File: src/rtl/pbs_move_entry.sv
// pbs_move_entry
//   Player input front end. Synchronises and debounces two active-low
//   pushbuttons (confirm, cancel), then hands one latched move per confirm
//   press to the control FSM over a valid/ack handshake.
//
// Ports
//   clk          rising-edge clock
//   reset_n      asynchronous active-low reset
//   key_n[1:0]   raw buttons, active low: [0] confirm, [1] cancel
//   move_sel     move index from switches, sampled on a confirm press
//   enable       FSM is waiting for a player move
//   move_ack     FSM consumed the move (honoured only in HOLD)
//   move_valid   latched move available
//   move         latched move index, stable while move_valid=1
//   press_count  accepted moves since reset, saturating at 15
//   state_led    one-hot state: [0] IDLE, [1] HOLD, [2] WAIT_REL

// One button: two-flop synchroniser followed by a stability-count debouncer.
module pbs_key_debounce #(
    parameter int DB_W            = 16,
    parameter int DEBOUNCE_CYCLES = 4
) (
    input  logic clk,
    input  logic reset_n,
    input  logic key_n,
    output logic level
);
    localparam logic [DB_W-1:0] DB_LAST = DB_W'(DEBOUNCE_CYCLES - 1);

    logic [1:0]      sync;
    logic [DB_W-1:0] db_cnt;

    always_ff @(posedge clk or negedge reset_n) begin
        if (!reset_n) begin
            sync   <= 2'b11;
            level  <= 1'b1;
            db_cnt <= '0;
        end else begin
            sync <= {sync[0], key_n};
            if (sync[1] == level) begin
                db_cnt <= '0;
            end else if (db_cnt == DB_LAST) begin
                // This sample would be the DEBOUNCE_CYCLES-th differing one.
                level  <= sync[1];
                db_cnt <= '0;
            end else begin
                db_cnt <= db_cnt + 1'b1;
            end
        end
    end
endmodule

module pbs_move_entry #(
    parameter int DB_W            = 16,
    parameter int DEBOUNCE_CYCLES = 4
) (
    input  logic       clk,
    input  logic       reset_n,
    input  logic [1:0] key_n,
    input  logic [1:0] move_sel,
    input  logic       enable,
    input  logic       move_ack,
    output logic       move_valid,
    output logic [1:0] move,
    output logic [3:0] press_count,
    output logic [2:0] state_led
);
    localparam int NUM_KEYS = 2;

    // Encoding is the lamp pattern itself, so state_led is a plain register.
    typedef enum logic [2:0] {
        IDLE     = 3'b001,
        HOLD     = 3'b010,
        WAIT_REL = 3'b100
    } state_t;

    logic [NUM_KEYS-1:0] db_level;
    logic [NUM_KEYS-1:0] db_prev;
    logic [NUM_KEYS-1:0] press;
    state_t              state;

    for (genvar k = 0; k < NUM_KEYS; k++) begin : g_key
        pbs_key_debounce #(
            .DB_W           (DB_W),
            .DEBOUNCE_CYCLES(DEBOUNCE_CYCLES)
        ) u_db (
            .clk    (clk),
            .reset_n(reset_n),
            .key_n  (key_n[k]),
            .level  (db_level[k])
        );
    end

    // Press = debounced 1->0 transition; high for exactly one cycle.
    always_ff @(posedge clk or negedge reset_n) begin
        if (!reset_n) db_prev <= '1;
        else          db_prev <= db_level;
    end
    assign press = db_prev & ~db_level;

    assign state_led = state;

    always_ff @(posedge clk or negedge reset_n) begin
        if (!reset_n) begin
            state       <= IDLE;
            move_valid  <= 1'b0;
            move        <= 2'b00;
            press_count <= 4'd0;
        end else begin
            case (state)
                IDLE: begin
                    // Presses while disabled are dropped; a key already held
                    // when enable rises has no pending edge, so it cannot fire.
                    if (press[0] && enable) begin
                        move       <= move_sel;
                        move_valid <= 1'b1;
                        state      <= HOLD;
                    end
                end
                HOLD: begin
                    if (move_ack) begin
                        move_valid <= 1'b0;
                        if (press_count != 4'd15) press_count <= press_count + 4'd1;
                        state      <= WAIT_REL;
                    end else if (press[1] || !enable) begin
                        move_valid <= 1'b0;
                        state      <= WAIT_REL;
                    end
                end
                WAIT_REL: begin
                    if (db_level[0]) state <= IDLE;
                end
                default: begin
                    state      <= IDLE;
                    move_valid <= 1'b0;
                end
            endcase
        end
    end
endmodule

File: config.mk
export PLATFORM = sky130hd
export DESIGN_NAME = pbs_move_entry
export DESIGN_NICKNAME = d
export VERILOG_FILES = /design/src/rtl/pbs_move_entry.sv
export SDC_FILE = /design/constraint.sdc
export NUM_CORES = 1
export LEC_CHECK = 0
export ABC_AREA = 1
export CAP_MARGIN = 20
export CORE_ASPECT_RATIO = 1.2
export CORE_UTILIZATION = 41
export DETAILED_ROUTE_END_ITERATION = 12
export HOLD_SLACK_MARGIN = 0.05
export PLACE_DENSITY = 0.69
export SLEW_MARGIN = 20
export SYNTH_ARGS = -nofsm -noshare
export SYNTH_HDL_FRONTEND = slang
export SYNTH_SLANG_ARGS = --single-unit
File: constraint.sdc
create_clock -name clk -period 2.1 [get_ports clk]
set_clock_uncertainty 0.05 [all_clocks]
set_input_delay 0.525 -clock clk [delete_from_list [all_inputs] [get_ports clk]]
set_output_delay 0.525 -clock clk [all_outputs]
set_load 0.02 [all_outputs]
==> flow_summary.json, run 1 <==
{
  "clock_sinks": 50,
  "max_cap_violations": 0,
  "finalSetupTns_ns": 0,
  "grt.met1_usage": 0.189,
  "synth_top_area_cell": "dfrtp_1",
  "crit_chain": "clkdlybuf4s50_1",
  "cp.arrival_ns": 1.44,
  "hold_class": "input pin to asynchronous set/reset pin",
  "grt_overflow": 0,
  "grt_max_degree": 51,
  "cts_root_buf": "clkbuf_8",
  "fp-row-count": 31,
  "routed_wl_um": 4790,
  "start_util": 0.425,
  "hold_violations": 0,
  "setup_ws_ns": 0.0857,
  "max_stage_delay_ns": 0.60,
  "cts_setup_buffers": 0,
  "finalMaxSlewViolations": 0,
  "end_kind": "primary output",
  "worstMarginPinSlew_ns": 0.399,
  "holdBufCountCts": 0,
  "ys_seq_area_frac": 0.494,
  "die_h_um": 88.5,
  "yosysWarnings": 0,
  "final_nets": 359,
  "synthDistinctLibCells": 21,
  "dpl_cell_area_um2": 2830,
  "fmax_ghz": 0.496,
  "cts_resized": 0,
  "io_pins": 18,
  "top_usage_layer": "met2",
  "antenna_cells": 0,
  "place_congestion": 0.826,
  "rsz0062_at_grt": "false",
  "cellPowerDensity_nw_per_um2": 875,
  "synth_nets": 337,
  "vdd_drop_max_mv": 0.519,
  "crit_family": "buffers and inverters",
  "cp-start-kind": "register",
  "relSlewSlack": 0.733,
  "fin_crit_sh": 0.959,
  "power.leakage_uw": 0.00126,
  "drc": 0,
  "grt_pass1_vias": 1897,
  "die_w_um": 74.1,
  "power_uw": 2550,
  "synth_area_leaders": "dfrtp_1, nand2_1, dfstp_2",
  "drive_gt1_frac": 0.106,
  "cts_buffers": 5,
  "min_period_ns": 2.01,
  "track_usage": 0.160,
  "grt_pass1_wl_um": 8080,
  "grtUsageMet3": 0.0421,
  "clockBufferDepth": 2,
  "vias": 2043,
  "syn-cell-area_um2": 2560,
  "status": "complete, no violations",
  "area_growth_syn_to_layout_pct": 14.1,
  "synth.top_cell.area_share": 0.401,
  "crit_fanout": 3,
  "dieArea_um2": 6560,
  "post-place-ws_ns": 0.306,
  "initialDrtViolationCount": 122,
  "coreArea_um2": 6010,
  "use_met2": 0.277,
  "h-tree-depth": 2,
  "syn_avg_cell_area_um2": 7.84,
  "setup_viol": 0,
  "cts_tree": "built",
  "clk_pin_slew_worst_paths_ns": 0.09,
  "grt_antenna_before_repair": 0,
  "port_buffers": 17,
  "ant_nets": 0,
  "drt-pass1-iter-count": 4,
  "slowest_stage": "clkdlybuf4s50_1",
  "syn_inst": 326,
  "final_common_cell": "nand2_1",
  "fin_area_um2": 2920,
  "clock_latency_ns": 0.30,
  "vias_per_cell": 4.74,
  "wire_per_inst_um": 11.1,
  "place_hpwl_um": 3540,
  "required_ns": 1.52,
  "ys_ff_latch": 50,
  "final_cell_mix": "nand2_1, nor2_1, dfrtp_1",
  "path_buf_inv": 1,
  "path_class": "register to primary output"
}
-- worst paths after layout --
path                       depth (start not counted)                              start                                 end  slack, ns
hold / removal                                     2                            reset_n  g_key[1].u_db.db_cnt[14]$_DFF_PN0_       0.13
min in group clk                                   0    g_key[0].u_db.sync[0]$_DFF_PN1_     g_key[0].u_db.sync[1]$_DFF_PN1_       0.31
hold reg to reg                                    0    g_key[0].u_db.sync[0]$_DFF_PN1_     g_key[0].u_db.sync[1]$_DFF_PN1_       0.31
max in group asynchronous                          2                            reset_n     g_key[1].u_db.sync[0]$_DFF_PN1_       1.57
setup / recovery                                   1           state_led[0]$_DFFE_PN1P_                        state_led[0]       0.09
setup reg to reg                                   6  g_key[1].u_db.db_cnt[0]$_DFF_PN0_  g_key[1].u_db.db_cnt[14]$_DFF_PN0_       0.58
-- cell type report --
type | count | area, µm²
clock buffer | 6 | 72.6
clock inverter | 2 | 13.8
fill | 579 | 3100
inverter | 37 | 139
multi-input combinational | 236 | 1140
sequential | 50 | 1260
tap | 82 | 103
timing repair buffer | 18 | 185
-- cell families after synthesis --
family	Yosys count	synth area share
xor+xnor	15	0.0514
buf+inv	40	0.0597
compound gates	15	0.0294
flops	50	0.494
fa+ha+maj	3	0.0147
simple gates	203	0.351
-- stage by stage --
step | hold slack, ns | std cells | util
final | 0.133 | 431 | 0.485
after global routing | 0.141 | 431 | 0.485
after CTS | 0.152 | 431 | 0.485
after detailed placement | 0.297 | 423 | 0.471
after global placement | 0.296 | 423 | 0.471
after floorplan | 0.179 | 326 | -
-- flip-flops by register name, indices dropped and copies added (netlist names) --
signal,flops
move_valid,1
g_key.u_db.db_cnt,32
db_prev,2
state_led,3
press_count,4
g_key.u_db.sync,4
move,2
g_key.u_db.level,2
-- Yosys cell counts --
cell type,instances
buf_2,2
nand3_1,26
nor3_1,4
nor2_4,3
dfstp_2,9
dfrtp_1,41
nor2_1,62
xor2_1,8
o21ai_1,4
o21ai_0,5
nand4_1,14
clkbuf_1,1
a21oi_1,6
nand2_2,7
nor2_2,8
inv_1,36
or2_0,1
xnor2_1,7
inv_2,1
ha_1,3
nand2_1,78
-- layer usage --
| layer | up-vias | wire [µm] |
|---|---|---|
| met5 | - | 0 |
| met4 | 0 | 84 |
| met3 | 9 | 181 |
| met2 | 40 | 2370 |
| met1 | 925 | 2150 |
| li1 | 1069 | - |
-- report_power, final --
part | leakage, µW | internal [µW] | switching (µW)
clock network | 0.0000452 | 235 | 312
registers | 0.000654 | 1150 | 146
logic | 0.000561 | 286 | 427
(Power assumes the default switching activity.)
==> inputs of run 2 (changes only) <==
--- a/config.mk
+++ b/config.mk
@@ -12,7 +12,6 @@
 export DETAILED_ROUTE_END_ITERATION = 12
 export HOLD_SLACK_MARGIN = 0.05
 export PLACE_DENSITY = 0.69
-export SLEW_MARGIN = 20
 export SYNTH_ARGS = -nofsm -noshare
 export SYNTH_HDL_FRONTEND = slang
 export SYNTH_SLANG_ARGS = --single-unit
==> results of run 2 <==
No change in the layout: final DEF, timing and power equal those of run 1.
==> inputs of run 3 (changes only) <==
--- a/config.mk
+++ b/config.mk
@@ -12,6 +12,7 @@
 export DETAILED_ROUTE_END_ITERATION = 12
 export HOLD_SLACK_MARGIN = 0.05
 export PLACE_DENSITY = 0.69
+export SKIP_CTS_REPAIR_TIMING = 1
 export SYNTH_ARGS = -nofsm -noshare
 export SYNTH_HDL_FRONTEND = slang
 export SYNTH_SLANG_ARGS = --single-unit
==> results of run 3 <==
No change in the layout: final DEF, timing and power equal those of run 1.
==> variant 1, RTL diff (settings of run 3) <==
Make the reset (`reset_n`) synchronous in 3 clocked blocks. Comments in the files are not updated.
--- a/src/rtl/pbs_move_entry.sv
+++ b/src/rtl/pbs_move_entry.sv
@@ -31,5 +31,5 @@
     logic [DB_W-1:0] db_cnt;
 
-    always_ff @(posedge clk or negedge reset_n) begin
+    always_ff @(posedge clk) begin
         if (!reset_n) begin
             sync   <= 2'b11;
@@ -93,5 +93,5 @@
 
     // Press = debounced 1->0 transition; high for exactly one cycle.
-    always_ff @(posedge clk or negedge reset_n) begin
+    always_ff @(posedge clk) begin
         if (!reset_n) db_prev <= '1;
         else          db_prev <= db_level;
@@ -101,5 +101,5 @@
     assign state_led = state;
 
-    always_ff @(posedge clk or negedge reset_n) begin
+    always_ff @(posedge clk) begin
         if (!reset_n) begin
             state       <= IDLE;
Function: differs if reset_n is asserted again (counterexample within 10 cycles, from zero or initial values and one cycle with reset_n low); with reset_n held inactive, the same outputs for 10 cycles.
==> variant 1 against run 3 <==
Critical path depth unchanged; cell area shrank 6.8%; worst setup slack improved by 0.082 ns; die area fell by 6.5%; synthesized area shrank 6.7%; via count hardly changed; sequential cell count stayed put; worst hold slack better by 0.24 ns; wire length shrank 11%; highest routed layer unchanged.
Power is not compared: it rests on default switching activity, and its combinational part moved more than twofold at a synthesized area within 25%.
==> variant 1: results (changes against run 3) <==
first-pass GRT wire length -> 7521 um (was 8079 um)
pre-CTS setup slack -> 0.2546 ns (was 0.3064 ns)
final worst setup slack -> 0.1678 ns (was 0.08572 ns)
Comb pwr share -> 0.023
pin count of the biggest net entering global routing -> 17 (was 51)
top cell type by total area after synthesis -> dfxtp_1 (was dfrtp_1)
Async SR Flop Fraction -> 0 (was 1.000)
area share of fa/ha/maj cells after synthesis -> 0.01574 (was 0.01468)
Int Pwr -> 1.327 mW
Worst R2R Setup Slack -> 0.62 ns (was 0.58 ns)
GRT Total Usage -> 0.1525 (was 0.1602)
Compound-Gate Fraction of Synth Area -> 0.07712 (was 0.02937)
class of the worst hold path -> reg -> reg (was in -> async)
fill cell count -> 570 (was 579)
CP top delay family -> buffers and inverters (unchanged)
CP peak stage delay -> 0.64 ns (was 0.60 ns)
reg2reg end -> g_key[0].u_db.db_cnt[15] (was g_key[1].u_db.db_cnt[14])
post-synth cell types -> 25 (was 21)
Area contributors post-synth -> dfxtp_1, nand2_1, nor2_1, inv_1, nand3_1 (was dfrtp_1, nand2_1, dfstp_2, nor2_1, inv_1)
Post-synth top cells -> nand2_1, nor2_1, dfxtp_1 (was nand2_1, nor2_1, dfrtp_1)
Crit. Startpoint -> press_count[2] (was state_led[0])
vias in the first global route -> 1,824 (was 1,897)
xor/xnor share of the synthesized area -> 0.04407 (was 0.05140)
HPWL Detailed -> 3199 um (was 3535 um)
drt first-iter violations -> 75 (was 122)
Max transition margin -> 0.8347 (was 0.7335)
r2r startpoint -> g_key[0].u_db.db_cnt[0] (was g_key[1].u_db.db_cnt[0])
syn_nets -> 340 (was 337)
Sequential Area -> 0.001001 mm2 (was 0.001262 mm2)
Seq/Total Area, Yosys -> 0.4197 (was 0.4939)
drt total wl -> 4282 um (was 4787 um)
CP Max Fanout -> 5 (was 3)
CTS Buf Count -> 5 (unchanged)
vias per cell -> 4.909 (was 4.740)
hold_ws -> 0.3690 ns (was 0.1335 ns)
top_reg_cell synth -> dfxtp_1 (was dfrtp_1)
Placement Cell Area -> 0.002608 mm2 (was 0.002830 mm2)
CP endpoint -> press_count[2] (was state_led[0])
# nets final -> 362 (was 359)
layout cells sized above 1 -> 0.1278 (was 0.1060)
Clock Latency Late Sink -> 0.30 ns (about the same)
Final Wtd Congestion -> 0.8275 (was 0.8260)
outcome -> completed (unchanged)
==> variant 1: per-layer routing <==
| metal | up-vias | wire length [um] | track usage |
|---|---|---|---|
| li1 | 1077 | - | - |
| met1 | 918 | 1978 | 0.1885 |
| met2 | 39 | 2049 | 0.2547 |
| met3 | 8 | 157 | 0.03408 |
| met4 | 0 | 97 | 0.06417 |
| met5 | - | 0 | 0 |
==> variant 1: layout make-up <==
class                           count  share of cell area
Sequential cell                    50              0.3683
Timing Repair Buffer               18             0.06538
Tap cell                           64             0.02947
Clock buffer                        6             0.02670
Multi-Input combinational cell    228              0.4300
Clock inverter                      2             0.01381
Inverter                           48             0.06630
==> variant 1: per-stage QoR <==
| step | cells | total power, mW |
|---|---|---|
| finish | 416 | 1.665 |
| global route | 416 | 1.725 |
| CTS | 416 | 1.685 |
| detailed placement | 408 | 1.015 |
| global placement | 408 | 1.015 |
| floorplan | 329 | 0.9985 |
==> variant 2, RTL diff (settings of run 3) <==
Without the edit above. `DB_W` is set to 16 in 2 places; all go to 12.
--- a/src/rtl/pbs_move_entry.sv
+++ b/src/rtl/pbs_move_entry.sv
@@ -18,5 +18,5 @@
 // One button: two-flop synchroniser followed by a stability-count debouncer.
 module pbs_key_debounce #(
-    parameter int DB_W            = 16,
+    parameter int DB_W            = 12,
     parameter int DEBOUNCE_CYCLES = 4
 ) (
@@ -52,5 +52,5 @@
 
 module pbs_move_entry #(
-    parameter int DB_W            = 16,
+    parameter int DB_W            = 12,
     parameter int DEBOUNCE_CYCLES = 4
 ) (
Formal check against the unedited RTL: no difference found for any inputs over 10 cycles, from zero or initial values and one cycle with reset_n low; that may be too few to reach the edited logic, so the function may still have changed.
==> variant 2 against run 3 <==
Synthesized area shrank 15%; cell area shrank 14%; wire length shrank 20%; worst setup slack gained 0.10 ns; global-route usage grew 0.54 points; sequential cell count shrank 8; total power shrank 8.8%; via count shrank 16%; sequential power shrank 12%; cell count shrank 17%; highest routed layer unchanged.
==> variant 2: results (changes against run 3) <==
outcome -> completed (unchanged)
# nets final -> 309 (was 359)
CP top delay family -> buffers and inverters (unchanged)
Final Wtd Congestion -> 0.8474 (was 0.8260)
Max transition margin -> 0.8339 (was 0.7335)
Pleak -> 1.251 nW (was 1.260 nW)
hold_ws -> 0.1377 ns (was 0.1335 ns)
drt wl/cell -> 10.67 um (was 11.11 um)
fill cell count -> 468 (was 579)
fin. max-slew vios -> 0 (unchanged)
layout cells sized above 1 -> 0.1044 (was 0.1060)
drt first-iter violations -> 71 (was 122)
pre-CTS setup slack -> 0.3541 ns (was 0.3064 ns)
Max VDD drop -> 0.0005085 V (was 0.0005194 V)
Mapped Avg Cell Area -> 7.983 um2 (was 7.841 um2)
Seq/Total Area, Yosys -> 0.4910 (was 0.4939)
reg2reg end -> g_key[0].u_db.db_cnt[7] (was g_key[1].u_db.db_cnt[14])
Async SR Flop Fraction -> 1.000 (unchanged)
Clock Tree Root -> clkbuf_8 (unchanged)
CTS Buf Count -> 5 (unchanged)
Area contributors post-synth -> dfrtp_1, nand2_1, dfstp_2, nor2_1, nand3_1 (was dfrtp_1, nand2_1, dfstp_2, nor2_1, inv_1)
first-pass GRT wire length -> 6955 um (was 8079 um)
Worst R2R Setup Slack -> 0.67 ns (was 0.58 ns)
Regs by FF count -> g_key.u_db.db_cnt (24), g_key.u_db.sync (4), press_count (4) (was g_key.u_db.db_cnt (32), g_key.u_db.sync (4), press_count (4))
Placement Cell Area -> 0.002424 mm2 (was 0.002830 mm2)
Placed Cells -> 349 (was 423)
vias per cell -> 4.804 (was 4.740)
post-synth cell types -> 23 (was 21)
r2r startpoint -> g_key[0].u_db.db_cnt[0] (was g_key[1].u_db.db_cnt[0])
vias in the first global route -> 1,665 (was 1,897)
Final Non-Filler Cells -> 357 (was 431)
pin count of the biggest net entering global routing -> 43 (was 51)
Post-synth top cells -> nand2_1, nor2_1, dfrtp_1 (unchanged)
CP Max Fanout -> 4 (was 3)
CP peak stage delay -> 0.63 ns (was 0.60 ns)
GRT Total Usage -> 0.1656 (was 0.1602)
syn_nets -> 284 (was 337)
HPWL Detailed -> 2799 um (was 3535 um)
variant 2: changes by cell type in the layout (fill, tap and decap cells not counted), sizes merged, moves of 2 or more:
cell | before | now
dfrtp | 41 | 33
inv | 37 | 31
xnor2 | 7 | 4
ha | 3 | 5
nand4 | 14 | 8
a21oi | 6 | 1
nand3b | 0 | 2
nor2 | 73 | 57
nand3 | 26 | 23
o21ai | 9 | 2
nand2 | 85 | 82
variant 2: cell type report:
type                       instances  share of cell area
sequential                        42              0.4228
multi-input combinational        198              0.3919
timing repair buffer              18             0.07470
inverter                          31             0.04631
tap                               60             0.02988
clock buffer                       6             0.02888
clock inverter                     2            0.005478
variant 2: worst max path at each step:
stage,startpoint,to,slack (ns)
global route,press_count[2],press_count[2],0.12
detailed placement,enable,move[0],0.35
floorplan,press_count[0],press_count[2],0.78
global placement,state_led[0],state_led[0],0.37
CTS,state_led[0],state_led[0],0.02
finish,state_led[2],state_led[2],0.19
variant 2: per-stage QoR:
step,power (mW),util
final,2.327,0.5015
after global placement,1.835,0.4838
after CTS,2.366,0.5010
after detailed placement,1.848,0.4838
after global routing,2.530,0.5015
after floorplan,1.575,-
variant 2: kinds of logic after synthesis:
kind of cell	synth area share
and+or+nand+nor	0.3632
DFF	0.4910
buffers and inverters	0.05379
xor gates and xnor gates	0.05263
adders and majority gates	0.02892
AOI/OAI and AO/OA	0.01041
variant 2: where the power goes:
group          internal, mW  switching (mW)  leakage [nW]
clock network         0.235           0.273        0.0452
registers             0.986           0.153         0.542
logic                 0.278           0.402         0.663
variant 2: routing by layer:
metal	vias to the layer above	GRT usage	part of all wire
met2	26	0.2931	0.50
met3	6	0.04167	0.028
met4	0	0.05417	0.0092
met1	789	0.1905	0.47
li1	894	-	-
met5	-	0	0
